<file path="src/rtl/kmp_stream_matcher_if.sv">
// Control, pattern-load and text-stream bundle for the KMP stream matcher.
// The master drives the controls and the text stream; the slave (matcher) returns status and match reports.
interface kmp_stream_matcher_if #(
  parameter int SYM_W   = 8,
  parameter int MAX_PAT = 8,
  parameter int CNT_W   = 8,
  parameter int POS_W   = 16
);
  localparam int PL_W = $clog2(MAX_PAT + 1);
  localparam int AD_W = $clog2(MAX_PAT);

  logic             start;
  logic             mode_overlap;
  logic             mode_first;
  logic [PL_W-1:0]  pat_len;
  logic             pat_wr;
  logic [AD_W-1:0]  pat_addr;
  logic [SYM_W-1:0] pat_data;
  logic             txt_valid;
  logic [SYM_W-1:0] txt_data;
  logic             txt_last;
  logic             txt_ready;
  logic             match;
  logic [POS_W-1:0] match_pos;
  logic [CNT_W-1:0] match_count;
  logic             busy;
  logic             done;
  logic             err;
  logic [3:0]       state;

  modport master (
    output start, mode_overlap, mode_first, pat_len, pat_wr, pat_addr, pat_data,
           txt_valid, txt_data, txt_last,
    input  txt_ready, match, match_pos, match_count, busy, done, err, state
  );

  modport slave (
    input  start, mode_overlap, mode_first, pat_len, pat_wr, pat_addr, pat_data,
           txt_valid, txt_data, txt_last,
    output txt_ready, match, match_pos, match_count, busy, done, err, state
  );
endinterface

</file>
<file path="src/rtl/kmp_stream_matcher.sv">
// KMP search engine: builds the failure table in pat_len..2*pat_len-1 cycles, then scans one symbol per cycle;
// match results appear the cycle after the completing symbol; each fallback stalls txt_ready for one cycle.
module kmp_stream_matcher #(
  parameter int SYM_W   = 8,
  parameter int MAX_PAT = 8,
  parameter int CNT_W   = 8,
  parameter int POS_W   = 16
) (
  input logic               clk,
  input logic               rst,
  kmp_stream_matcher_if.slave bus
);
  localparam int PL_W = $clog2(MAX_PAT + 1);
  localparam int AD_W = $clog2(MAX_PAT);

  typedef enum logic [3:0] {
    IDLE   = 4'd0,
    BUILD  = 4'd1,
    SEARCH = 4'd2,
    DONE   = 4'd3
  } state_t;

  state_t st, st_n;

  logic [SYM_W-1:0] pat_mem  [MAX_PAT];
  logic [PL_W-1:0]  fail_mem [MAX_PAT];

  logic [PL_W-1:0]  plen_r, plen_n, i_r, i_n, k_r, k_n, q_r, q_n;
  logic             ov_r, ov_n, fi_r, fi_n;
  logic             hold_vld, hold_vld_n, hold_last, hold_last_n;
  logic [SYM_W-1:0] hold_dat, hold_dat_n;
  logic [POS_W-1:0] idx_r, idx_n, pos_r, pos_n;
  logic [CNT_W-1:0] cnt_r, cnt_n;
  logic             match_r, match_n, err_r, err_n;

  logic             fail_we;
  logic [AD_W-1:0]  fail_wa;
  logic [PL_W-1:0]  fail_wd;

  logic             txt_rdy, op_vld, op_last, consume;
  logic [SYM_W-1:0] op;
  logic [PL_W-1:0]  q_adv;

  assign txt_rdy = (st == SEARCH) && !hold_vld;
  assign op_vld  = hold_vld || (bus.txt_valid && txt_rdy);
  assign op      = hold_vld ? hold_dat  : bus.txt_data;
  assign op_last = hold_vld ? hold_last : bus.txt_last;

  always_comb begin
    st_n        = st;
    plen_n      = plen_r;
    i_n         = i_r;
    k_n         = k_r;
    q_n         = q_r;
    ov_n        = ov_r;
    fi_n        = fi_r;
    hold_vld_n  = hold_vld;
    hold_last_n = hold_last;
    hold_dat_n  = hold_dat;
    idx_n       = idx_r;
    pos_n       = pos_r;
    cnt_n       = cnt_r;
    err_n       = err_r;
    match_n     = 1'b0;
    fail_we     = 1'b0;
    fail_wa     = '0;
    fail_wd     = '0;
    consume     = 1'b0;
    q_adv       = '0;

    case (st)
      IDLE, DONE: begin
        if (bus.start) begin
          plen_n     = bus.pat_len;
          ov_n       = bus.mode_overlap;
          fi_n       = bus.mode_first;
          cnt_n      = '0;
          pos_n      = '0;
          err_n      = 1'b0;
          idx_n      = '0;
          q_n        = '0;
          hold_vld_n = 1'b0;
          i_n        = PL_W'(1);
          k_n        = '0;
          fail_we    = 1'b1;
          if (bus.pat_len == '0 || bus.pat_len > PL_W'(MAX_PAT)) begin
            err_n = 1'b1;
            st_n  = DONE;
          end else begin
            st_n  = BUILD;
          end
        end
      end

      BUILD: begin
        if (i_r == plen_r) begin
          st_n = SEARCH;
        end else if (pat_mem[AD_W'(i_r)] == pat_mem[AD_W'(k_r)]) begin
          fail_we = 1'b1;
          fail_wa = AD_W'(i_r);
          fail_wd = k_r + PL_W'(1);
          k_n     = k_r + PL_W'(1);
          i_n     = i_r + PL_W'(1);
        end else if (k_r != '0) begin
          k_n = fail_mem[AD_W'(k_r - PL_W'(1))];
        end else begin
          fail_we = 1'b1;
          fail_wa = AD_W'(i_r);
          i_n     = i_r + PL_W'(1);
        end
      end

      SEARCH: begin
        if (op_vld) begin
          if (pat_mem[AD_W'(q_r)] == op) begin
            consume = 1'b1;
            q_adv   = q_r + PL_W'(1);
          end else if (q_r != '0) begin
            // Retry the same symbol against the shorter border next cycle.
            q_n         = fail_mem[AD_W'(q_r - PL_W'(1))];
            hold_vld_n  = 1'b1;
            hold_dat_n  = op;
            hold_last_n = op_last;
          end else begin
            consume = 1'b1;
          end

          if (consume) begin
            q_n        = q_adv;
            hold_vld_n = 1'b0;
            idx_n      = idx_r + POS_W'(1);
            if (q_adv == plen_r) begin
              match_n = 1'b1;
              pos_n   = idx_r - POS_W'(plen_r) + POS_W'(1);
              if (cnt_r != '1)
                cnt_n = cnt_r + CNT_W'(1);
              q_n = ov_r ? fail_mem[AD_W'(plen_r - PL_W'(1))] : '0;
              if (fi_r)
                st_n = DONE;
            end
            if (op_last)
              st_n = DONE;
          end
        end
      end

      default: st_n = IDLE;
    endcase
  end

  always_ff @(posedge clk) begin
    if (rst)
      st <= IDLE;
    else
      st <= st_n;
  end

  always_ff @(posedge clk) begin
    if (rst) begin
      plen_r    <= '0;
      i_r       <= '0;
      k_r       <= '0;
      q_r       <= '0;
      ov_r      <= 1'b0;
      fi_r      <= 1'b0;
      hold_vld  <= 1'b0;
      hold_last <= 1'b0;
      hold_dat  <= '0;
      idx_r     <= '0;
      pos_r     <= '0;
      cnt_r     <= '0;
      match_r   <= 1'b0;
      err_r     <= 1'b0;
    end else begin
      plen_r    <= plen_n;
      i_r       <= i_n;
      k_r       <= k_n;
      q_r       <= q_n;
      ov_r      <= ov_n;
      fi_r      <= fi_n;
      hold_vld  <= hold_vld_n;
      hold_last <= hold_last_n;
      hold_dat  <= hold_dat_n;
      idx_r     <= idx_n;
      pos_r     <= pos_n;
      cnt_r     <= cnt_n;
      match_r   <= match_n;
      err_r     <= err_n;
    end
  end

  // Pattern and failure tables survive reset; only their write enables are gated.
  always_ff @(posedge clk) begin
    if (bus.pat_wr && (st == IDLE || st == DONE) && int'(bus.pat_addr) < MAX_PAT)
      pat_mem[bus.pat_addr] <= bus.pat_data;
  end

  always_ff @(posedge clk) begin
    if (fail_we && !rst)
      fail_mem[fail_wa] <= fail_wd;
  end

  assign bus.txt_ready   = txt_rdy;
  assign bus.match       = match_r;
  assign bus.match_pos   = pos_r;
  assign bus.match_count = cnt_r;
  assign bus.busy        = (st == BUILD) || (st == SEARCH);
  assign bus.done        = (st == DONE);
  assign bus.err         = err_r;
  assign bus.state       = st;
endmodule

</file>
<file path="src/flat_wrapper.sv">
// flat-port wrapper written by rule: the top's interface ports become plain ports
module kmp_stream_matcher_flat 
#(
  parameter int SYM_W   = 8,
  parameter int MAX_PAT = 8,
  parameter int CNT_W   = 8,
  parameter int POS_W   = 16
)
  (clk, rst, bus_start, bus_mode_overlap, bus_mode_first, bus_pat_len, bus_pat_wr, bus_pat_addr, bus_pat_data, bus_txt_valid, bus_txt_data, bus_txt_last, bus_txt_ready, bus_match, bus_match_pos, bus_match_count, bus_busy, bus_done, bus_err, bus_state);
  kmp_stream_matcher_if #(.SYM_W(SYM_W), .MAX_PAT(MAX_PAT), .CNT_W(CNT_W), .POS_W(POS_W)) bus_i ();
  input logic clk;
  input logic rst;
  input wire logic [$bits(bus_i.start)-1:0] bus_start;
  input wire logic [$bits(bus_i.mode_overlap)-1:0] bus_mode_overlap;
  input wire logic [$bits(bus_i.mode_first)-1:0] bus_mode_first;
  input wire logic [$bits(bus_i.pat_len)-1:0] bus_pat_len;
  input wire logic [$bits(bus_i.pat_wr)-1:0] bus_pat_wr;
  input wire logic [$bits(bus_i.pat_addr)-1:0] bus_pat_addr;
  input wire logic [$bits(bus_i.pat_data)-1:0] bus_pat_data;
  input wire logic [$bits(bus_i.txt_valid)-1:0] bus_txt_valid;
  input wire logic [$bits(bus_i.txt_data)-1:0] bus_txt_data;
  input wire logic [$bits(bus_i.txt_last)-1:0] bus_txt_last;
  output wire logic [$bits(bus_i.txt_ready)-1:0] bus_txt_ready;
  output wire logic [$bits(bus_i.match)-1:0] bus_match;
  output wire logic [$bits(bus_i.match_pos)-1:0] bus_match_pos;
  output wire logic [$bits(bus_i.match_count)-1:0] bus_match_count;
  output wire logic [$bits(bus_i.busy)-1:0] bus_busy;
  output wire logic [$bits(bus_i.done)-1:0] bus_done;
  output wire logic [$bits(bus_i.err)-1:0] bus_err;
  output wire logic [$bits(bus_i.state)-1:0] bus_state;
  assign bus_i.start = bus_start;
  assign bus_i.mode_overlap = bus_mode_overlap;
  assign bus_i.mode_first = bus_mode_first;
  assign bus_i.pat_len = bus_pat_len;
  assign bus_i.pat_wr = bus_pat_wr;
  assign bus_i.pat_addr = bus_pat_addr;
  assign bus_i.pat_data = bus_pat_data;
  assign bus_i.txt_valid = bus_txt_valid;
  assign bus_i.txt_data = bus_txt_data;
  assign bus_i.txt_last = bus_txt_last;
  assign bus_txt_ready = bus_i.txt_ready;
  assign bus_match = bus_i.match;
  assign bus_match_pos = bus_i.match_pos;
  assign bus_match_count = bus_i.match_count;
  assign bus_busy = bus_i.busy;
  assign bus_done = bus_i.done;
  assign bus_err = bus_i.err;
  assign bus_state = bus_i.state;
  kmp_stream_matcher #(.SYM_W(SYM_W), .MAX_PAT(MAX_PAT), .CNT_W(CNT_W), .POS_W(POS_W)) u_core (.clk(clk), .rst(rst), .bus(bus_i));
endmodule
</file>
<file path="config.mk">
export PLATFORM = sky130hd
export DESIGN_NAME = kmp_stream_matcher_flat
export DESIGN_NICKNAME = d
export VERILOG_FILES = /design/src/rtl/kmp_stream_matcher_if.sv /design/src/rtl/kmp_stream_matcher.sv /design/src/flat_wrapper.sv
export SDC_FILE = /design/constraint.sdc
export NUM_CORES = 1
export LEC_CHECK = 0
export ABC_AREA = 1
export CAP_MARGIN = 20
export CORE_ASPECT_RATIO = 1.5
export CORE_UTILIZATION = 43
export CTS_CLUSTER_DIAMETER = 60
export DETAILED_ROUTE_END_ITERATION = 8
export DONT_BUFFER_PORTS = 1
export PLACE_DENSITY = 0.69
export SETUP_SLACK_MARGIN = 0.3
export SYNTH_ARGS = -nofsm -noshare
export SYNTH_HDL_FRONTEND = slang
export SYNTH_SLANG_ARGS = --single-unit
</file>
<file path="constraint.sdc">
create_clock -name clk -period 8.6 [get_ports clk]
set_clock_uncertainty 0.05 [all_clocks]
set_input_delay 2.58 -clock clk [delete_from_list [all_inputs] [get_ports clk]]
set_output_delay 2.58 -clock clk [all_outputs]
set_load 0.02 [all_outputs]
</file>
Yosys cells after proc, flatten, opt, wreduce, memory -nomap -nowiden:

Memory sizes are Yosys's and may differ from the RTL's. A register that Yosys moved wholly into a read port is not among the register bits.
Cells that the tools add are included.

* $add $sub $neg: 10
* $lt $le $gt $ge: 1
* eq/ne operators: 21
* multiplexer cells: 79
* bitwise logic cells: 4
* reduce and logical (&&, ||, !) cells: 27

Operator list (number)
* $mux 4: 27
* $mux 16: 6
* $pmux 16 s2: 2
* $mux 8: 6
* $add 16x1->16 const B: 2
* $mux 3: 10
* $pmux 4 s2: 3
* $mux 1: 20
* $eq 8x8->1: 2
* $pmux 8 s2: 1
* $reduce_and 4->1: 4
* $sub 16x4->16: 1
* $add 4x1->4 const B: 3
* $pmux 4 s3: 1
* $reduce_and 6->1: 2
* $ne 2x2->1 const B: 5
* $reduce_and 5->1: 2
* $sub 3x1->3 const B: 3
* $add 8x1->8 const B: 1
* $eq 4x2->1 const B: 2
* $eq 4x4->1: 2
* $logic_not 4->1: 2
* $ne 8x8->1 const B: 1
* $reduce_bool 4->1: 2
* other kinds (16): 32

* flip-flop bits (word level): 74
* memory bits (writable): 96
* input bits: 31
* memories kept: 2

Memories
* u_core.pat_mem: depth 8, width 8, rd ports 3, clocked after memory_dff 3, wr ports 1, RTL line kmp_stream_matcher.sv:25 `logic [SYM_W-1:0] pat_mem [MAX_PAT];`
* u_core.fail_mem: depth 8, width 4, rd ports 3, clocked after memory_dff 0, wr ports 1, RTL line kmp_stream_matcher.sv:26 `logic [PL_W-1:0] fail_mem [MAX_PAT];`

Longest topological paths before layout:

* word-level depth: 13
* gate-level depth with buffers: 24
* mapped depth without buffers: 21

Worst setup path before layout:

Ideal clock, no wire load.

* kind: input port to flip-flop
* start: in bus_txt_data[4]
* end: reg u_core.pos_r[5] (netlist: u_core.bus.match_pos[5])
* library setup time: 0.132 ns
* data arrival time: 4.161 ns
* data required time: 8.418 ns
* slack: 4.257 ns
* stages: 15
* path buffers: 1
* path through: o21ai_0 > nand3_1 > nand2_1 > nand3_2 > nor2_4 > nand3_1 > nand2_1 > nand2_1 > nor2_2 > nand2_4 > nand2_4 > nand2_1 > buf_4 > nand2_1 > a21oi_1

* longest elaborated chain between the ends: 8
* elaborated cells on any way between the ends: 12
* classes of those cells: eq/ne: 4; mux: 7; reduce/logical: 1

RTL lines
* start, declared: RTL line flat_wrapper.sv:21 `input wire logic [$bits(bus_i.txt_data)-1:0] bus_txt_data;`
* $mux 8 *: RTL line kmp_stream_matcher.sv:46 `assign op = hold_vld ? hold_dat : bus.txt_data;`
* $eq 8x8->1 *: RTL line kmp_stream_matcher.sv:115 `if (pat_mem[AD_W'(q_r)] == op) begin`
* $mux 4: RTL line kmp_stream_matcher.sv:115
* $mux 4: RTL line kmp_stream_matcher.sv:114 `if (op_vld) begin`
* $mux 4: RTL line kmp_stream_matcher.sv:71 `case (st)`
* $eq 4x4->1: RTL line kmp_stream_matcher.sv:132 `if (q_adv == plen_r) begin`
* $ne 2x2->1 (no source line)
* $reduce_and 5->1 (no source line) *
* end signal, assigned: RTL line kmp_stream_matcher.sv:185 `pos_r <= pos_n;`
* end, declared: RTL line kmp_stream_matcher.sv:32 `logic [POS_W-1:0] idx_r, idx_n, pos_r, pos_n;`

Every way passes the cells marked *; elsewhere a longest branch is shown, timed or not. The select of a mux whose other input is x is not followed.
A chain may end at the register's enable or synchronous reset.

Final worst setup path:

* start: reg u_core.st[1] (netlist: u_core.bus.state[1])
* end: out bus_txt_ready

* longest elaborated chain between the ends: 2

RTL lines
* start, declared: RTL line kmp_stream_matcher.sv:23 `state_t st, st_n;`
* start signal, assigned: RTL line kmp_stream_matcher.sv:155 `st <= st_n;`
* $eq 4x2->1: RTL line kmp_stream_matcher.sv:44 `assign txt_rdy = (st == SEARCH) && !hold_vld;`
* $logic_and 1x1->1: RTL line kmp_stream_matcher.sv:44
* end, declared: RTL line flat_wrapper.sv:23 `output wire logic [$bits(bus_i.txt_ready)-1:0] bus_txt_ready;`

No other way between the ends.

==> flow_summary.toml <==
[sta]
fmax_mhz = 203.5
rsz0062_at_grt = "false"
worst_pin_slew_ns = 1.130
setup_tns_ns = 0
finalHoldViolations = 0
relSlewSlack = 0.2438
fin_ws_ns = 3.686
finalCriticalPeriod_ns = 4.914
drv_slew = 0
setup_viol = 0
post-route-period-util = 0.5714

[critical_path]
worstSetupEndpointType = "output pin"
arrival_ns = 2.28
crit_required_ns = 5.97
critPathKind = "flip-flop to output pin"
cp_max_fo = 16
worstSetupStartpointType = "flip-flop"

[floorplan]
die_y_um = 195.6
dieArea_um2 = 25620
die-width_um = 131.0
ioPinCount = 64
rows = 70
core_um2 = 24440
initial_core_util = 0.4395

[yosys]
synthFlopType = "edfxtp_1"
synth_edf_count = 96
yosysWarnings = 0
synth_top_area_frac = 0.2684
synthTopCellsByCount = "nand2_1 (289), inv_1 (167), a21oi_1 (166), o21ai_0 (162), nand3_1 (129)"
async_flop_share = 0
seq_area_frac_synth = 0.4194
syn_area_um2 = 10740
yosysMostFrequentCell = "nand2_1"
syn_area_per_cell_um2 = 7.468
ys_top_cells_by_area = "edfxtp_1 (27%), dfxtp_1 (15%), nand2_1 (10%)"
syn_inst = 1438
ys_ff_latch = 177
yosys.area.top_type = "edfxtp_1"
synth.distinct_cells = 43

[outcome]
run_status = "finished, final reports clean"

[clock_network]
clk_latency_ns = 0.45
cts_resized = 0
cts_buffer_depth = 2
clock_sinks = 177
clkTransAtPathRegs_ns = 0.08
postCtsSetupBuffers = 0
h-tree-depth = 4
cts_hold_buf = 0
cts_tree = "done"
cts_root_buffer = "clkbuf_16"
cts_inserted_buffers = 17

[global_routing]
grt_max_degree = 40
grt_antenna_before_repair = 0
grt-ovfl-total = 0
grt.total_usage = 0.2438
grt_pass1_vias = 8906
grt_pass1_wl_um = 47020

[power]
irDropWorstVdd_v = 0.0001692
powerDensity_nw_per_um2 = 275.2
power_leakage_nw = 4.757

[routing]
drt_iter0_markers = 915
finalWirelength_um = 30180
vias = 9568
routedWlPerCell_um = 17.39
avgViaCountPerCell = 5.512
post-route-drc-count = 0
postRouteAntennaNets = 0
firstDrtPassIters = 5

[cells_and_area]
diodes = 0
finalNetCount = 1471
area_delta_synth_final_pct = 6.490
ff_latch_area_um2 = 4504
final_layout_size_suffix_gt1_frac = 0.04037
nFillCells = 2381
multiInputGateArea_um2 = 5207

[run]
drv_cap = 0

[place]
post-place-ws_ns = 3.473
gp_congestion = 0.9395
dp_hpwl_um = 21450
port_buffers = 0

[hold_path]
min_path_type = "flip-flop to flip-flop"
-- layout by cell type (no fill, tap or decap), types with 2 or more instances in the layout --
cell	netlist	final
nor3_1	7	7
nand2_2	3	3
o21ai_0	162	162
nand3_1	129	129
edfxtp_1	96	96
o211ai_1	2	2
xor2_1	28	28
clkinv_1	6	6
nand2_4	3	3
inv_6	0	4
o221ai_1	8	8
a31oi_1	7	7
nor2_2	2	2
conb_1	1	2
clkbuf_16	0	18
o21a_1	4	4
nor2_1	122	122
inv_4	2	3
dfxtp_1	81	81
inv_1	167	167
ha_1	40	40
nand4_1	12	12
nand3b_1	4	4
buf_4	6	8
nor2_4	2	2
xnor2_1	13	13
clkinv_4	0	3
nand2_1	289	289
a211oi_1	2	2
a21oi_1	166	166
inv_8	0	4
nor3b_1	3	3
-- layout make-up --
| class | instances | share of cell area |
|---|---|---|
| timing repair buffer | 8 | 0.005252 |
| sequential | 177 | 0.3939 |
| inverter | 176 | 0.05821 |
| clock inverter | 13 | 0.01127 |
| tap | 324 | 0.03545 |
| clock buffer | 19 | 0.04059 |
| multi-input combinational | 1019 | 0.4554 |
-- final timing paths --
check,startpoint,end,slack (ns),depth (start not counted)
max reg2reg,flip-flop,u_core.fail_mem[1][0],4.09,16
max,u_core.bus.state[1],bus_txt_ready,3.69,3
min,u_core.hold_dat[5],u_core.hold_dat[5],0.40,2
min reg2reg,u_core.hold_dat[5],u_core.hold_dat[5],0.40,2
-- routing by layer --
layer | up-vias | GRT usage | wire length [um]
li1 | 4711 | - | -
met1 | 4382 | 0.2689 | 11160
met2 | 392 | 0.4264 | 15320
met3 | 83 | 0.05288 | 2295
met4 | 0 | 0.1341 | 1408
met5 | - | 0 | 0
-- state kept, by name, indices dropped and copies added, names as in the netlist, 4 cells and up, named ones only --
register                flops
u_core.pat_mem             64
u_core.bus.match_pos       16
u_core.hold_dat             8
u_core.k_r                  4
u_core.plen_r               4
u_core.idx_r               16
u_core.fail_mem            32
u_core.bus.match_count      8
u_core.i_r                  4
u_core.q_r                  4
-- power by group --
group | total [W] | switching (W) | leakage [nW] | internal, W
sequential | 0.00109 | 0.000124 | 1.60 | 0.000966
combinational | 0.00127 | 0.000885 | 2.87 | 0.000385
clock | 0.000786 | 0.000375 | 0.295 | 0.000410
total | 0.00315 | 0.00139 | 4.76 | 0.00176
-- cell families (layout without fill, tap and decap cells) --
group                      count (synthesis)  after routing  share of synthesized area
AOI/OAI and AO/OA                        356            356                     0.1731
xor gates and xnor gates                  41             41                    0.03344
adders and majority gates                 41             41                    0.04847
buffers and inverters                    243            216                    0.09600
DFF                                      177            177                     0.4194
other                                      1              2                  0.0003492
and+or+nand+nor                          579            579                     0.2292
-- stage by stage --
| step | instances | utilization | instance area, um^2 | power [W] | hold slack, ns |
|---|---|---|---|---|---|
| 2_1_floorplan | 1439 | - | 10740 | 0.002048 | 0.3744 |
| 3_3_place_gp | 1702 | 0.4431 | 10830 | 0.002342 | 0.3871 |
| 3_5_place_dp | 1703 | 0.4434 | 10840 | 0.002356 | 0.3950 |
| 4_1_cts | 1735 | 0.4677 | 11430 | 0.003133 | 0.4067 |
| 5_1_grt | 1736 | 0.4680 | 11440 | 0.003346 | 0.4304 |
| 6_report | 1736 | 0.4680 | 11440 | 0.003147 | 0.4016 |
-- worst max-delay path, cell delays in order (launching register included) --
cell and delay [ns]:
dfxtp_1 0.52, ha_1 0.74, clkinv_1 0.20, nor2_1 0.38
(Power assumes the default switching activity.)
